[config.mk]
export PLATFORM = sky130hd
export DESIGN_NAME = fp_mult_result_fifo
export DESIGN_NICKNAME = d
export VERILOG_FILES = /design/src/rtl/fp_mult_result_fifo.sv
export SDC_FILE = /design/constraint.sdc
export NUM_CORES = 1
export LEC_CHECK = 0
export CAP_MARGIN = 20
export CORE_MARGIN = 2
export CORE_UTILIZATION = 48
export CTS_CLUSTER_DIAMETER = 200
export CTS_CLUSTER_SIZE = 28
export DETAILED_ROUTE_END_ITERATION = 10
export PLACE_DENSITY = 0.78
export SYNTH_ARGS = -nofsm -noshare
export SYNTH_HDL_FRONTEND = slang
export SYNTH_SLANG_ARGS = --single-unit
[constraint.sdc]
create_clock -name clk -period 2 [get_ports clk]
set_input_delay 0.2 -clock clk [delete_from_list [all_inputs] [get_ports clk]]
set_output_delay 0.2 -clock clk [all_outputs]
set_load 0.02 [all_outputs]
[src/rtl/fp_mult_result_fifo.sv]
// fp_mult_result_fifo: tracks fp_mult issues through its latency and buffers results in a credit-controlled FIFO.
// Optional sticky exception flags are enabled by defining FP_MULT_RESULT_STICKY_FLAGS_EN.
module fp_mult_result_fifo #(
    parameter int DEPTH   = 4,
    parameter int LATENCY = 1
) (
    input  logic                         clk,
    input  logic                         rst,
    input  logic                         in_valid,
    output logic                         issue_ready,
    input  logic [31:0]                  z_in,
    input  logic [7:0]                   status_in,
    output logic                         out_valid,
    input  logic                         out_ready,
    output logic [31:0]                  out_z,
    output logic [7:0]                   out_status,
    output logic [$clog2(DEPTH+1)-1:0]   count,
    output logic [5:0]                   sticky_flags,
    input  logic                         flags_clr,
    output logic                         drop_err
);
    localparam int PW = $clog2(DEPTH);
    localparam int CW = $clog2(DEPTH + 1);
    localparam int IW = $clog2(LATENCY + 1);
    localparam int UW = $clog2(DEPTH + LATENCY + 1);

    logic [LATENCY-1:0] vld_q, vld_d;
    logic [PW-1:0]      wr_q, wr_d, rd_q, rd_d;
    logic [CW-1:0]      cnt_q, cnt_d;
    logic               drop_q, drop_d;
    logic [IW-1:0]      inflight;
    logic               issue, push, pop;
    logic [39:0]        mem_q [DEPTH];

    // Count operations still travelling through the multiplier.
    always_comb begin
        inflight = '0;
        for (int i = 0; i < LATENCY; i++) inflight = inflight + IW'(vld_q[i]);
    end

    // Credit reserves a slot for every in-flight result, so a push never meets a full FIFO.
    assign issue_ready = (UW'(cnt_q) + UW'(inflight)) < UW'(DEPTH);
    assign issue       = in_valid & issue_ready;
    assign push        = vld_q[LATENCY-1];
    assign out_valid   = cnt_q != '0;
    assign pop         = out_valid & out_ready;
    assign count       = cnt_q;
    assign drop_err    = drop_q;
    assign {out_z, out_status} = mem_q[rd_q];

    // Next state for the tracking pipe, pointers, occupancy and drop flag.
    always_comb begin
        vld_d  = LATENCY'({vld_q, issue});
        wr_d   = push ? wr_q + PW'(1) : wr_q;
        rd_d   = pop ? rd_q + PW'(1) : rd_q;
        cnt_d  = cnt_q + CW'(push) - CW'(pop);
        drop_d = drop_q | (in_valid & ~issue_ready);
    end

    // Control state; reset discards everything buffered or in flight.
    always_ff @(posedge clk or negedge rst) begin
        if (!rst) begin
            vld_q  <= '0;
            wr_q   <= '0;
            rd_q   <= '0;
            cnt_q  <= '0;
            drop_q <= 1'b0;
        end else begin
            vld_q  <= vld_d;
            wr_q   <= wr_d;
            rd_q   <= rd_d;
            cnt_q  <= cnt_d;
            drop_q <= drop_d;
        end
    end

    // Result storage is not reset; out_valid alone qualifies the head.
    always_ff @(posedge clk) begin
        if (push) mem_q[wr_q] <= {z_in, status_in};
    end

`ifdef FP_MULT_RESULT_STICKY_FLAGS_EN
    logic [5:0] flags_q, flags_d;
    logic       unused_bits;
    assign unused_bits  = ^status_in[7:6];
    assign sticky_flags = flags_q;

    // A clear wipes history but keeps the flags of a result pushed in the same cycle.
    always_comb begin
        flags_d = (flags_clr ? 6'b0 : flags_q) | (push ? status_in[5:0] : 6'b0);
    end

    // Sticky flag register.
    always_ff @(posedge clk or negedge rst) begin
        if (!rst) flags_q <= '0;
        else      flags_q <= flags_d;
    end
`else
    logic unused_bits;
    assign unused_bits  = ^{flags_clr, status_in[7:6]};
    assign sticky_flags = 6'b0;
`endif
endmodule

==> key figures <==
Logic synthesis
  – Post-synth EDFFs: 160
  – Post-synthesis sequential area ratio: 79.3%
  – Synth cell types: 21
  – Synth warnings: 0
  – Prevailing post-synth register cell: edfxtp_1
  – Cell taking the most area after synthesis: edfxtp_1
  – Ys async rst share: 5.33%
  – Cell area after synthesis: 6340 um^2
  – FF+latch count, synth: 169
  – Synth top cells by count: edfxtp_1 (160), mux4_2 (38), dfrtp_1 (9)
  – Yosys top cell area share: 75.7%
  – Synth area leaders: edfxtp_1 (76%), mux4_2 (13%), dfrtp_1 (3.6%)
  – Cell with the most instances after synthesis: edfxtp_1
  – Syn avg cell area: 24.7 um^2
  – Post-Synthesis Cells: 257

Routing
  – Routed wire length per instance: 19.2 um
  – DRC: 0
  – Via count: 2925
  – Final ANT Viol Nets: 0
  – 1st-iter DRT viols: 183
  – Post-DR vias/cell: 5.10
  – DRT Pass-1 Iters: 4
  – Post-Route WL: 11.0 mm

Floorplanning
  – Rows: 42
  – Initial core utilization: 48.5%
  – # IOs: 97
  – Die Span Y: 119 um
  – Die W: 119 um
  – Die ar.: 14200 um^2
  – Core area: 13100 um^2

Clocking
  – H-tree depth: 4
  – Total CTS buffers: 17
  – Clk root buf: clkbuf_16
  – TritonCTS clock tree: built
  – Clk pin slew, worst setup/hold paths: 0.06 ns
  – Longest Clk Path Bufs: 2
  – Clock tree sinks: 169
  – Post-CTS Hold Fix Bufs: 0
  – Worst-Skew Late Latency: 0.42 ns

Critical path
  – Crit start category: flop
  – Crit Path Max Fanout: 7
  – Crit Path Category: flop to output port
  – Worst r2r src: wr_q[0]
  – Critical path required time: 1.80 ns
  – Worst Setup End Kind: output port
  – Worst setup path startpoint: rd_q[0]
  – Worst EP arrival: 1.89 ns

Cells and area
  – Final core utilization: 63.7%
  – Multi-input gate area: 1150 um^2
  – Antenna cells: 0
  – Sequential cell area: 5030 um^2
  – Fillers: 892
  – Layout Nets: 437
  – Finished Layout Cells: 573
  – Synthesis-to-layout area growth: 31.3%
  – Layout cells sized above 1: 35.5%

Power
  – Sw Share: 29.0%
  – Int Pwr: 9010 uW
  – Sequential share of power: 37.1%
  – Gate power share: 38.0%
  – Worst vdd ir: 0.000649 V
  – NetSw: 3670 uW
  – Clock Power Share: 24.9%
  – Cell Pwr Density: 1520 nW/um^2
  – Pleak: 0.00289 uW

GRT
  – GR Overflow Total: 0
  – Initial antenna violation count: 0
  – First-pass GRT wire length: 17.0 mm
  – Pin count of the biggest net entering global routing: 23
  – Gr usage total: 16.4%
  – Vias in the first global route: 3237

Timing
  – Tcrit/Tclk final: 105%
  – Max-slew violations: 0
  – Hold Slack: 0.0817 ns
  – Clk_skew: 0.00822 ns
  – Final worst slack: -0.0909 ns
  – Final hold violations: 0
  – FMAX: 0.478 GHz
  – Setup violations, final: 26
  – Fin crit period: 2.09 ns
  – RSZ-0062 raised after global routing: true

Status
  – Violated checks: setup timing
  – Outcome: finished with violations

Placement
  – GPL Wtd Cong: 0.706
  – DP Wirelength: 6.92 mm
  – Count of input and output buffers: 89
  – Worst slack, placed: -0.0115 ns
  – Placed cells: 528

Flow run
  – MaxCap Viol Count: 0

Hold path
  – HP Class: input pin to asynchronous set/reset pin
final timing paths:
check,cells past startpoint,slack [ns],endpoint
worst max-delay path,5,-0.09,out_status[0]
worst min-delay path,1,0.08,push
worst max register to register,4,0.47,mem_q[0][19]
worst min register to register,1,0.48,drop_err
max in group asynchronous,1,1.59,rd_q[0]
min in group clk,3,0.37,drop_err
power groups by stage:
stage | clock network (uW) | logic (uW) | registers (uW)
3_5_place_dp | 0 | 4440 | 4820
3_3_place_gp | 0 | 4390 | 4770
5_1_grt | 3360 | 5130 | 4760
6_report | 3150 | 4810 | 4710
4_1_cts | 3220 | 4640 | 4720
2_1_floorplan | 0 | 2610 | 4760
critical path: stages, from the launching register on:
cell,delay [ns]
dfrtp_4,0.50
buf_12,0.15
buf_12,0.13
buf_4,0.13
mux4_2,0.42
buf_6,0.15
registers in the layout, summed over array words and instances (netlist names):
name and flops:
mem_q 160, count 3, rd_q 2, wr_q 2
drop_err 1, push 1
timing repair:
action,CTS,global route
endpoints found under the hold margin,0,0
setup endpoints to repair,42,40
pin swaps,0,1
setup buffers,8,3
resized for setup,219,15
gates cloned,0,2
routing by layer:
metal  track usage, %  share of wire, %  up-vias
li1                 -                 -     1312
met1             19.5                40     1516
met2             27.9                54       82
met3             5.60               4.9       15
met4             6.03               1.5        0
met5                0                 0        -
final cells by class:
class,count,area share [%]
Clock buffer,20,5.24
Clock inverter,12,1.58
Inverter,7,0.315
Sequential cell,169,60.4
Tap cell,176,2.64
Multi-Input combinational cell,70,13.9
Timing Repair Buffer,119,15.9
per-stage QoR:
stage          setup TNS [ns]  area (um^2)  total power, uW
6_report               -0.827         8330            12700
4_1_cts                 -1.46         8220            12600
2_1_floorplan               0         6360             7370
3_5_place_dp          -0.0253         7600             9270
3_3_place_gp         -0.00975         7600             9160
5_1_grt                 -2.41         8330            13300
logic make-up (layout without fill, tap and decap cells):
group,after synthesis,count (layout),share of synthesized area [%]
flops,169,169,79.3
fa+ha+maj,8,8,1.58
mux,40,40,14.3
xor+xnor,5,5,0.690
buf+inv,23,158,2.94
compound gates,4,4,0.473
simple gates,7,7,0.651
other cells,1,6,0.0591
cell usage in the layout, fill, tap and decap left out:
master / n
and2_1: 1
clkinv_2: 3
dlygate4sd2_1: 1
edfxtp_1: 160
xnor2_2: 1
o31a_1: 1
clkinv_1: 5
xor2_1: 2
xnor2_1: 2
buf_2: 7
buf_6: 35
ha_1: 8
clkbuf_1: 3
clkdlybuf4s15_2: 1
clkdlybuf4s50_1: 47
conb_1: 6
nand2_1: 1
inv_1: 7
clkinvlp_4: 1
dfrtp_1: 7
dfrtp_4: 1
bufinv_16: 3
dfrtp_2: 1
clkbuf_16: 19
buf_12: 13
o21ai_0: 1
or3_1: 1
mux4_2: 39
buf_4: 13
and2_2: 4
mux4_1: 1
o21bai_1: 1
o311ai_0: 1
No activity file was read; power rests on OpenSTA's default activity.
